<file path="config.mk">
export PLATFORM = sky130hd
export DESIGN_NAME = sdram_pixel_reader
export DESIGN_NICKNAME = d
export VERILOG_FILES = /design/src/rtl/sdram_pixel_reader_pkg.sv /design/src/rtl/sdram_pixel_reader_pixel_rx_fifo.sv /design/src/rtl/sdram_pixel_reader.sv
export SDC_FILE = /design/constraint.sdc
export NUM_CORES = 2
export LEC_CHECK = 0
export CORE_MARGIN = 5
export CORE_UTILIZATION = 45
export DETAILED_ROUTE_END_ITERATION = 8
export PLACE_DENSITY = 0.64
export SLEW_MARGIN = 5
export SYNTH_ARGS = -nofsm -noshare
export SYNTH_HDL_FRONTEND = slang
export SYNTH_SLANG_ARGS = --single-unit
</file>
<file path="constraint.sdc">
create_clock -name clk_clk -period 6.5 [get_ports clk_clk]
set_clock_uncertainty 0.1 [all_clocks]
set_input_delay 0.975 -clock clk_clk [delete_from_list [all_inputs] [get_ports clk_clk]]
set_output_delay 0.975 -clock clk_clk [all_outputs]
set_load 0.03 [all_outputs]
</file>
<file path="src/rtl/sdram_pixel_reader_pkg.sv">
// ----------------------------------------------------------------------------
// sdram_pixel_reader_pkg
//   Shared types and constants for the SDRAM pixel reader: the controller
//   state encoding and the burstcount width derived from the maximum burst.
// ----------------------------------------------------------------------------
package sdram_pixel_reader_pkg;

  typedef enum logic [1:0] {
    ST_IDLE  = 2'd0,
    ST_ISSUE = 2'd1,
    ST_DRAIN = 2'd2
  } state_e;

  localparam int unsigned DEF_BURST_LEN = 8;

  // Avalon burstcount must be able to encode BURST_LEN itself, hence +1.
  function automatic int unsigned burst_w(int unsigned burst_len);
    return $clog2(burst_len) + 1;
  endfunction

  localparam int unsigned BURST_W = $clog2(DEF_BURST_LEN) + 1;

endpackage

</file>
<file path="src/rtl/sdram_pixel_reader_pixel_rx_fifo.sv">
// ----------------------------------------------------------------------------
// pixel_rx_fifo
//   Synchronous first-word-fall-through FIFO holding returned read data until
//   the stream sink accepts it. rdata_o always shows the head word while the
//   FIFO is not empty.
//
//   clk_clk, reset_reset_n : clock, asynchronous active-low reset
//   push_i, wdata_i        : write a word (ignored when full unless popping)
//   pop_i                  : consume the head word (ignored when empty)
//   rdata_o                : head word
//   count_o, full_o, empty_o : occupancy status
// ----------------------------------------------------------------------------
module pixel_rx_fifo #(
  parameter int unsigned DATA_W = 32,
  parameter int unsigned DEPTH  = 32
) (
  input  logic                       clk_clk,
  input  logic                       reset_reset_n,
  input  logic                       push_i,
  input  logic [DATA_W-1:0]          wdata_i,
  input  logic                       pop_i,
  output logic [DATA_W-1:0]          rdata_o,
  output logic [$clog2(DEPTH):0]     count_o,
  output logic                       full_o,
  output logic                       empty_o
);

  localparam int unsigned PTR_W = $clog2(DEPTH);
  localparam int unsigned CNT_W = PTR_W + 1;

  logic [DATA_W-1:0] mem_q [DEPTH];
  logic [PTR_W-1:0]  wr_ptr_q, wr_ptr_d;
  logic [PTR_W-1:0]  rd_ptr_q, rd_ptr_d;
  logic [CNT_W-1:0]  count_q, count_d;
  logic              do_push, do_pop;

  assign empty_o = (count_q == '0);
  assign full_o  = (count_q == CNT_W'(DEPTH));
  assign count_o = count_q;
  assign rdata_o = mem_q[rd_ptr_q];

  // A push into a full FIFO is only taken when the head leaves the same cycle.
  assign do_pop  = pop_i && !empty_o;
  assign do_push = push_i && (!full_o || do_pop);

  // NOTE: every variable driven here gets a default before any branch, so no
  // path leaves it unassigned and no latch is inferred.
  always_comb begin
    wr_ptr_d = wr_ptr_q;
    rd_ptr_d = rd_ptr_q;
    count_d  = count_q;
    if (do_push) wr_ptr_d = wr_ptr_q + 1'b1;
    if (do_pop)  rd_ptr_d = rd_ptr_q + 1'b1;
    case ({do_push, do_pop})
      2'b10:   count_d = count_q + 1'b1;
      2'b01:   count_d = count_q - 1'b1;
      default: count_d = count_q;
    endcase
  end

  // NOTE: storage has no reset; the pointers and count alone define which
  // entries are meaningful, and leaving the array unreset lets it map to RAM.
  always_ff @(posedge clk_clk) begin
    if (do_push) mem_q[wr_ptr_q] <= wdata_i;
  end

  // NOTE: state registers use non-blocking assignments so every flop samples
  // the pre-edge values regardless of statement order.
  always_ff @(posedge clk_clk or negedge reset_reset_n) begin
    if (!reset_reset_n) begin
      wr_ptr_q <= '0;
      rd_ptr_q <= '0;
      count_q  <= '0;
    end else begin
      wr_ptr_q <= wr_ptr_d;
      rd_ptr_q <= rd_ptr_d;
      count_q  <= count_d;
    end
  end

endmodule

</file>
<file path="src/rtl/sdram_pixel_reader.sv">
// ----------------------------------------------------------------------------
// sdram_pixel_reader
//   Avalon-MM burst read master that fetches length_words 32-bit pixel words
//   starting at base_addr and streams them, in order, on an Avalon-ST source.
//   Reads are only issued when the receive FIFO is guaranteed room for every
//   word already requested plus the new burst, so returned data never stalls.
//
//   clk_clk, reset_reset_n          : clock, asynchronous active-low reset
//   start, base_addr, length_words  : transfer launch (sampled in IDLE only)
//   busy, done                      : transfer in progress / completion pulse
//   avm_*                           : Avalon-MM read master
//   src_*                           : Avalon-ST source towards the filter
// ----------------------------------------------------------------------------
module sdram_pixel_reader
  import sdram_pixel_reader_pkg::*;
#(
  parameter int unsigned ADDR_W     = 32,
  parameter int unsigned DATA_W     = 32,
  parameter int unsigned LEN_W      = 24,
  parameter int unsigned BURST_LEN  = DEF_BURST_LEN,
  parameter int unsigned FIFO_DEPTH = 32
) (
  input  logic                            clk_clk,
  input  logic                            reset_reset_n,
  input  logic                            start,
  input  logic [ADDR_W-1:0]               base_addr,
  input  logic [LEN_W-1:0]                length_words,
  output logic                            busy,
  output logic                            done,
  output logic [ADDR_W-1:0]               avm_address,
  output logic                            avm_read,
  output logic [burst_w(BURST_LEN)-1:0]   avm_burstcount,
  input  logic                            avm_waitrequest,
  input  logic [DATA_W-1:0]               avm_readdata,
  input  logic                            avm_readdatavalid,
  output logic [DATA_W-1:0]               src_data,
  output logic                            src_valid,
  input  logic                            src_ready,
  output logic                            src_endofpacket
);

  localparam int unsigned BW    = burst_w(BURST_LEN);
  localparam int unsigned CNT_W = $clog2(FIFO_DEPTH) + 1;
  // Headroom for in_flight + fifo count + two bursts without overflow.
  localparam int unsigned OCC_W = LEN_W + 2;

  state_e            state_q, state_d;
  logic [ADDR_W-1:0] addr_q, addr_d;
  logic [LEN_W-1:0]  remaining_q, remaining_d;
  logic [LEN_W-1:0]  len_q, len_d;
  logic [LEN_W-1:0]  out_cnt_q, out_cnt_d;
  logic [LEN_W-1:0]  in_flight_q, in_flight_d;
  logic [BW-1:0]     burst_q, burst_d;
  logic              read_q, read_d;
  logic              busy_q, busy_d;
  logic              done_q, done_d;

  logic [LEN_W-1:0]  rem_after;
  logic [BW-1:0]     next_burst;
  logic              accept, push, pop, last_word;
  logic [CNT_W-1:0]  fifo_count;
  logic              fifo_full, fifo_empty;

  function automatic logic [BW-1:0] clip_burst(logic [LEN_W-1:0] rem);
    if (rem >= LEN_W'(BURST_LEN)) return BW'(BURST_LEN);
    return rem[BW-1:0];
  endfunction

  // `pending` is a burst already accepted this cycle but not yet counted in
  // in_flight_q. Pushes/pops of the current cycle are ignored: a push moves a
  // word from in_flight to the FIFO (net zero) and a pop only frees space, so
  // the check is never optimistic.
  function automatic logic credit_ok(logic [LEN_W-1:0] infl,
                                     logic [CNT_W-1:0] cnt,
                                     logic [BW-1:0]    pending,
                                     logic [BW-1:0]    burst);
    logic [OCC_W-1:0] occ;
    occ = OCC_W'(infl) + OCC_W'(cnt) + OCC_W'(pending) + OCC_W'(burst);
    return occ <= OCC_W'(FIFO_DEPTH);
  endfunction

  assign accept = read_q && !avm_waitrequest;
  // With nothing outstanding any readdatavalid is left over from a transfer
  // abandoned by reset and is dropped.
  assign push   = avm_readdatavalid && (in_flight_q != '0);
  assign pop    = src_valid && src_ready;
  assign last_word = ((out_cnt_q + LEN_W'(1)) == len_q);

  pixel_rx_fifo #(
    .DATA_W (DATA_W),
    .DEPTH  (FIFO_DEPTH)
  ) u_fifo (
    .clk_clk       (clk_clk),
    .reset_reset_n (reset_reset_n),
    .push_i        (push),
    .wdata_i       (avm_readdata),
    .pop_i         (pop),
    .rdata_o       (src_data),
    .count_o       (fifo_count),
    .full_o        (fifo_full),
    .empty_o       (fifo_empty)
  );

  always_comb begin
    state_d     = state_q;
    addr_d      = addr_q;
    remaining_d = remaining_q;
    len_d       = len_q;
    burst_d     = burst_q;
    read_d      = read_q;
    busy_d      = busy_q;
    done_d      = 1'b0;
    out_cnt_d   = pop ? out_cnt_q + LEN_W'(1) : out_cnt_q;
    in_flight_d = in_flight_q + (accept ? LEN_W'(burst_q) : '0)
                              - (push   ? LEN_W'(1)       : '0);
    rem_after   = remaining_q - LEN_W'(burst_q);
    next_burst  = clip_burst(rem_after);

    unique case (state_q)
      ST_IDLE: begin
        if (start) begin
          if (length_words == '0) begin
            done_d = 1'b1;
          end else begin
            // Idle implies nothing outstanding, so the first burst always
            // fits and the read can be raised straight away.
            addr_d      = base_addr;
            remaining_d = length_words;
            len_d       = length_words;
            out_cnt_d   = '0;
            burst_d     = clip_burst(length_words);
            read_d      = 1'b1;
            busy_d      = 1'b1;
            state_d     = ST_ISSUE;
          end
        end
      end
      ST_ISSUE: begin
        if (accept) begin
          addr_d      = addr_q + (ADDR_W'(burst_q) << 2);
          remaining_d = rem_after;
          burst_d     = next_burst;
          if (rem_after == '0) begin
            read_d  = 1'b0;
            state_d = ST_DRAIN;
          end else begin
            read_d = credit_ok(in_flight_q, fifo_count, burst_q, next_burst);
          end
        end else if (!read_q) begin
          read_d = credit_ok(in_flight_q, fifo_count, '0, burst_q);
        end
      end
      ST_DRAIN: begin
        // The last word leaving implies nothing in flight and an empty FIFO.
        if (pop && last_word) begin
          done_d  = 1'b1;
          busy_d  = 1'b0;
          state_d = ST_IDLE;
        end
      end
      default: state_d = ST_IDLE;
    endcase
  end

  always_ff @(posedge clk_clk or negedge reset_reset_n) begin
    if (!reset_reset_n) begin
      state_q     <= ST_IDLE;
      addr_q      <= '0;
      remaining_q <= '0;
      len_q       <= '0;
      out_cnt_q   <= '0;
      in_flight_q <= '0;
      burst_q     <= '0;
      read_q      <= 1'b0;
      busy_q      <= 1'b0;
      done_q      <= 1'b0;
    end else begin
      state_q     <= state_d;
      addr_q      <= addr_d;
      remaining_q <= remaining_d;
      len_q       <= len_d;
      out_cnt_q   <= out_cnt_d;
      in_flight_q <= in_flight_d;
      burst_q     <= burst_d;
      read_q      <= read_d;
      busy_q      <= busy_d;
      done_q      <= done_d;
    end
  end

  assign avm_address     = addr_q;
  assign avm_read        = read_q;
  assign avm_burstcount  = burst_q;
  assign busy            = busy_q;
  assign done            = done_q;
  assign src_valid       = !fifo_empty;
  assign src_endofpacket = src_valid && last_word;

  // The credit rule makes a push into a full FIFO without a pop impossible.
  fifo_no_overflow: assert property (@(posedge clk_clk) disable iff (!reset_reset_n)
    !(push && fifo_full && !pop));

endmodule

</file>
# [After elaboration in Yosys (flattened, before gate mapping)]
# Memories as Yosys holds them, arrays and structs flattened.
# Cells that the tools add are included.
[totals] register_bits=153 ram_bits=1024 input_bits=94 out_inout_bits=73 elab_cells=114 n_memories=1
[op_classes] addsub=12 magnitude_cmp=4 eq_ne=11 mux=48 bitwise=1 n_reduce_logical=24
[mem_list] name="u_fifo.mem_q" depth=32 width=32 read_ports=1 rd_ports_with_merged_regs=0 write_ports=1 line_no="sdram_pixel_reader_pixel_rx_fifo.sv:31" text="logic [DATA_W-1:0] mem_q [DEPTH];"
[op_table] operator="$mux 24" count=7
[op_table] operator="$mux 32" count=3
[op_table] operator="$pmux 32 s2" count=1
[op_table] operator="$le 26x6->1 const B" count=2
[op_table] operator="$ge 24x4->1 const B" count=2
[op_table] operator="$logic_not 24->1" count=2
[op_table] operator="$pmux 24 s2" count=1
[op_table] operator="$add 32x6->32" count=1
[op_table] operator="$mux 4" count=8
[op_table] operator="$add 25x4->26" count=1
[op_table] operator="$add 26x4->26" count=1
[op_table] operator="$add 24x6->25" count=1
[op_table] operator="$add 24x1->24 const B" count=1
[op_table] operator="$add 24x4->24" count=1
[op_table] operator="$eq 24x24->1" count=1
[op_table] operator="$reduce_bool 24->1" count=1
[op_table] operator="$sub 24x1->24" count=1
[op_table] operator="$sub 24x4->24" count=1
[op_table] operator="$mux 1" count=17
[op_table] operator="$pmux 6 s2" count=1
[op_table] operator="$add 5x1->5 const B" count=2
[op_table] operator="$mux 2" count=5
[op_table] operator="$ne 2x2->1 const B" count=5
[op_table] operator="$pmux 4 s2" count=1
[op_table] operator="other kinds (17)" count=33

# [Logic depth before layout (Yosys ltp)]
[depth] word_depth=9 mapped_depth=25

# [Cells and area by module]
# From an unflattened synthesis, not the netlist that was laid out.
[unflattened] cells_unflattened=3386 hier_area_um2=50786.2
[modules_own_cells] module="pixel_rx_fifo" instances=1 cells_each=2052 area_each_um2=40162.3 seq_area_each_um2=31149.9
[modules_own_cells] module="sdram_pixel_reader" instances=1 cells_each=1334 area_each_um2=10623.9 seq_area_each_um2=3428.3

# [Least setup slack after synthesis]
# OpenSTA, ideal clock, no wires.
[synth_timing] path_kind="reg2reg" startpoint="register burst_q[2] (netlist: avm_burstcount[2])" endpoint="register read_q (netlist: avm_read)" setup_time_ps=76 t_arrival_ps=5372 required_time_ps=6324 path_slack_ps=952 stages_incl_launch_ff=23 cell_sequence="dfrtp_1 -> inv_1 -> ha_1 -> nor2b_1 -> o21ai_0 -> clkbuf_1 -> nand4_1 -> nor4b_1 -> a211oi_1 -> or4_1 -> clkbuf_1 -> or2_2 -> fa_1 -> inv_1 -> a21oi_1 -> o21bai_1 -> and4_1 -> o2111ai_2 -> a2111oi_2 -> nor3b_1 -> mux2i_1 -> o41a_1 -> o21ai_1"
[synth_between] elab_chain_len=9
[synth_rtl] item="start: declaration" line_no="sdram_pixel_reader.sv:53" text="logic [BW-1:0] burst_q, burst_d;"
[synth_rtl] item="start signal: assignment" line_no="sdram_pixel_reader.sv:184" text="burst_q <= burst_d;"
[synth_rtl] item="$sub 24x4->24" line_no="sdram_pixel_reader.sv:116" text="rem_after = remaining_q - LEN_W'(burst_q);"
[synth_rtl] item="$ge 24x4->1" line_no="sdram_pixel_reader.sv:65" text="if (rem >= LEN_W'(BURST_LEN)) return BW'(BURST_LEN);"
[synth_rtl] item="$mux 1" line_no="sdram_pixel_reader.sv:65"
[synth_rtl] item="$mux 4" line_no="sdram_pixel_reader.sv:66" text="return rem[BW-1:0];"
[synth_rtl] item="$add 26x4->26" line_no="sdram_pixel_reader.sv:78" text="occ = OCC_W'(infl) + OCC_W'(cnt) + OCC_W'(pending) + OCC_W'(burst);"
[synth_rtl] item="$le 26x6->1" line_no="sdram_pixel_reader.sv:79" text="return occ <= OCC_W'(FIFO_DEPTH);"
[synth_rtl] item="$mux 1" line_no="sdram_pixel_reader.sv:143" text="if (rem_after == '0) begin"
[synth_rtl] item="$mux 1 *" line_no="sdram_pixel_reader.sv:139" text="if (accept) begin"
[synth_rtl] item="$pmux 1 s2 *" line_no="sdram_pixel_reader.sv:119" text="unique case (state_q)"
[synth_rtl] item="end signal: assignment" line_no="sdram_pixel_reader.sv:185" text="read_q <= read_d;"
[synth_rtl] item="end: declaration" line_no="sdram_pixel_reader.sv:54" text="logic read_q, read_d;"
# Mark *: on every way between the ends. The rest lies on a longest branch, timed or not.
# A chain may end at the register's enable or synchronous reset.

# [Worst setup path after layout]
[layout_timing] startpoint="register burst_q[0] (netlist: avm_burstcount[0])" endpoint="register read_q (netlist: avm_read)"
# Same word-level chain as after synthesis.

==> impl_metrics.tcl <==
set metrics [dict create \
    hold_violations 0 \
    setup_ws_ns 0.4810 \
    required_ns 7.03 \
    preCtsSetupSlack_ns 0.4791 \
    drcViolationCount 0 \
    peakVddDrop_mv 0.3241 \
    ys_types 91 \
    reg2regPathDepth 21 \
    outcome "completed" \
    dieArea_mm2 0.1187 \
    synthFlopType "edfxtp_1" \
    tightest_slew_ns 1.236 \
    p_per_area_mw_per_mm2 427.9 \
    grt_max_degree 92 \
    mappedNetlistNets 3054 \
    reg2reg_from "avm_burstcount[0]" \
    yosys_register_bits 1177 \
    vias 27530 \
    gp_congestion 0.8589 \
    area_delta_synth_final_pct 15.48 \
    max_slew_margin_pct 17.35 \
    layout-drive-gt1-share_pct 22.17 \
    syn-cell-area_mm2 0.05037 \
    final_common_cell "edfxtp_1" \
    min_period_ns 6.019 \
    leakage_uw 0.01925 \
    crit_type "flip-flop to flip-flop" \
    fmax_mhz 166.1 \
    viasPerCell 5.880 \
    mostFrequentLayoutCells "edfxtp_1, mux4_2, clkdlybuf4s50_1" \
    io_pins 167 \
    maxCapViolCount 0 \
    clockBufferDepth 3 \
    fin_util_pct 52.42 \
    r2r_setup_slack_ns 0.48 \
    hold_class "primary input to asynchronous set/reset pin" \
    portBuffers 166 \
    cts_inserted_buffers 118 \
    stdcell_area_mm2 0.05817 \
    root_buffer "clkbuf_16" \
    syn_area_per_cell_um2 17.57 \
    netlist_instances 2867 \
    first_global_vias 27940 \
    ys_top_cells_by_area "edfxtp_1, mux4_2, dfrtp_1" \
    gr-usage-all-layers_pct 20.39 \
    finalNetCount 3273 \
    overflow 0 \
    post-dp-hpwl_um 72310 \
    synth_seq_area_share_pct 68.64 \
    routed_wl_um 121800 \
    core_mm2 0.1110 \
    cts_tree "yes" \
    start_kind "flip-flop" \
    cts.sinks 1177 \
    async_flop_share_pct 13.00 \
    reg2reg_to "avm_read" \
    clk_pin_slew_ns 0.06 \
    antenna_left 0 \
    ys_warn_count 0 \
    synth_top_area_share_pct 61.04 \
    rsz0062_at_grt "no" \
    grt_pass1_wl_um 180600 \
    path_max_fanout 8 \
    drt_first_pass_iters 7 \
    crit_path_end_kind "flip-flop" \
    htree_levels 3 \
    cts_hold_buf 0 \
    setup-tns-final_ns 0 \
    clock_latency_ns 0.73 \
    routedWlPerCell_um 26.02 \
    slew_viol_final 0 \
    synth_edf_count 1024 \
    arrival_ns 6.55 \
    period_share_pct 92.60 \
    die_x_um 344.6 \
    antenna_found_initial 5 \
    startpoint "avm_burstcount[0]" \
    die_y_um 344.6 \
    rows 122 \
    start_util_pct 45.39 \
    post_dp_cell_area_mm2 0.05422 \
    finalSetupViolCount 0 \
    synth_top_cell_by_area "edfxtp_1" \
    drt_iter0_markers 2595 \
]
worst max-delay path by stage:
stage / to / slack (ns) / cells past startpoint
final: avm_read / 0.48 / 21
after global routing: avm_read / 0.13 / 23
after CTS: avm_read / 0.42 / 21
after detailed placement: avm_read / 0.48 / 21
after global placement: avm_read / 0.70 / 21
after floorplan: avm_read / 0.95 / 22
report_power, final:
group          switching [uW]  internal, uW  total (uW)  leakage [uW]
Combinational            4540          4060        8600       0.00617
Clock                    2950          3920        6860       0.00191
Sequential                616          8820        9430        0.0112
area by class of cell:
class	instances	area, um2
fillers	8672	52800
flip-flops and latches	1177	34590
multi-input cells	1472	15160
clock buffers	145	3089
repair buffers	240	2318
well taps	1488	1862
clock inverters	78	845.8
inverters	77	289.0
diodes	4	10.01
worst max-delay path, stage by stage, from the launching register on:
cell	delay (ns)
dfrtp_1	0.38
ha_1	0.22
fa_1	0.41
nor2b_1	0.17
o21ai_0	0.26
buf_4	0.27
a21o_1	0.17
a221oi_1	0.23
nand4_1	0.13
or4_4	0.60
or2_2	0.33
fa_1	0.47
inv_1	0.08
a21oi_1	0.06
o21bai_1	0.28
and4_1	0.27
o2111ai_2	0.16
a2111oi_2	0.36
nor3b_1	0.36
mux2i_1	0.13
o41a_1	0.38
o21ai_1	0.12
cells by family (layout without fill, tap and decap cells):
kind of cell / Yosys count / count (layout) / synth area share, %
other cells: 0 / 4 / 0
fa+ha+maj: 93 / 93 / 2.459
flops: 1177 / 1177 / 68.64
simple gates: 536 / 536 / 5.405
xor+xnor: 101 / 101 / 1.756
mux: 383 / 383 / 15.70
compound gates: 359 / 359 / 4.237
buf+inv: 218 / 540 / 1.798
per-stage QoR:
stage          std cells  total power, uW  hold slack, ns
6_report            4681            24890         0.08200
3_3_place_gp        4454            18060          0.3683
4_1_cts             4677            25140         0.05410
2_1_floorplan       2867            15450          0.3538
3_5_place_dp        4454            18220          0.3872
5_1_grt             4680            26050         0.08527
metal layers:
metal	up-vias	wire, um	track usage (%)
li1	11900	-	-
met3	174	7815	3.247
met5	-	13	0
met2	966	61700	34.51
met1	14480	49450	27.97
met4	2	2822	5.248
state kept, by name (all words and copies together), names as in the netlist:
signal,count
len_q,24
busy,1
u_fifo.mem_q,1024
u_fifo.wr_ptr_q,5
u_fifo.rd_ptr_q,5
avm_address,32
state_q,2
done,1
in_flight_q,24
out_cnt_q,24
avm_burstcount,4
remaining_q,24
u_fifo.count_o,6
avm_read,1
cells in the mapped netlist, types with 47 or more instances:
| cell | instances |
|---|---|
| nor2_1 | 159 |
| a21oi_1 | 128 |
| inv_1 | 77 |
| clkbuf_1 | 103 |
| edfxtp_1 | 1024 |
| dfrtp_1 | 153 |
| mux4_2 | 320 |
| o21ai_0 | 98 |
| nand3_1 | 47 |
| ha_1 | 83 |
| xnor2_1 | 73 |
| nand2_1 | 115 |
| mux2_2 | 57 |
what timing repair did:
item	4_1_cts	5_1_grt
setup buffers	0	0
endpoints found under the setup margin	0	1
endpoints found under the hold margin	0	0
gates resized for setup	0	2
(Power assumes the default switching activity.)
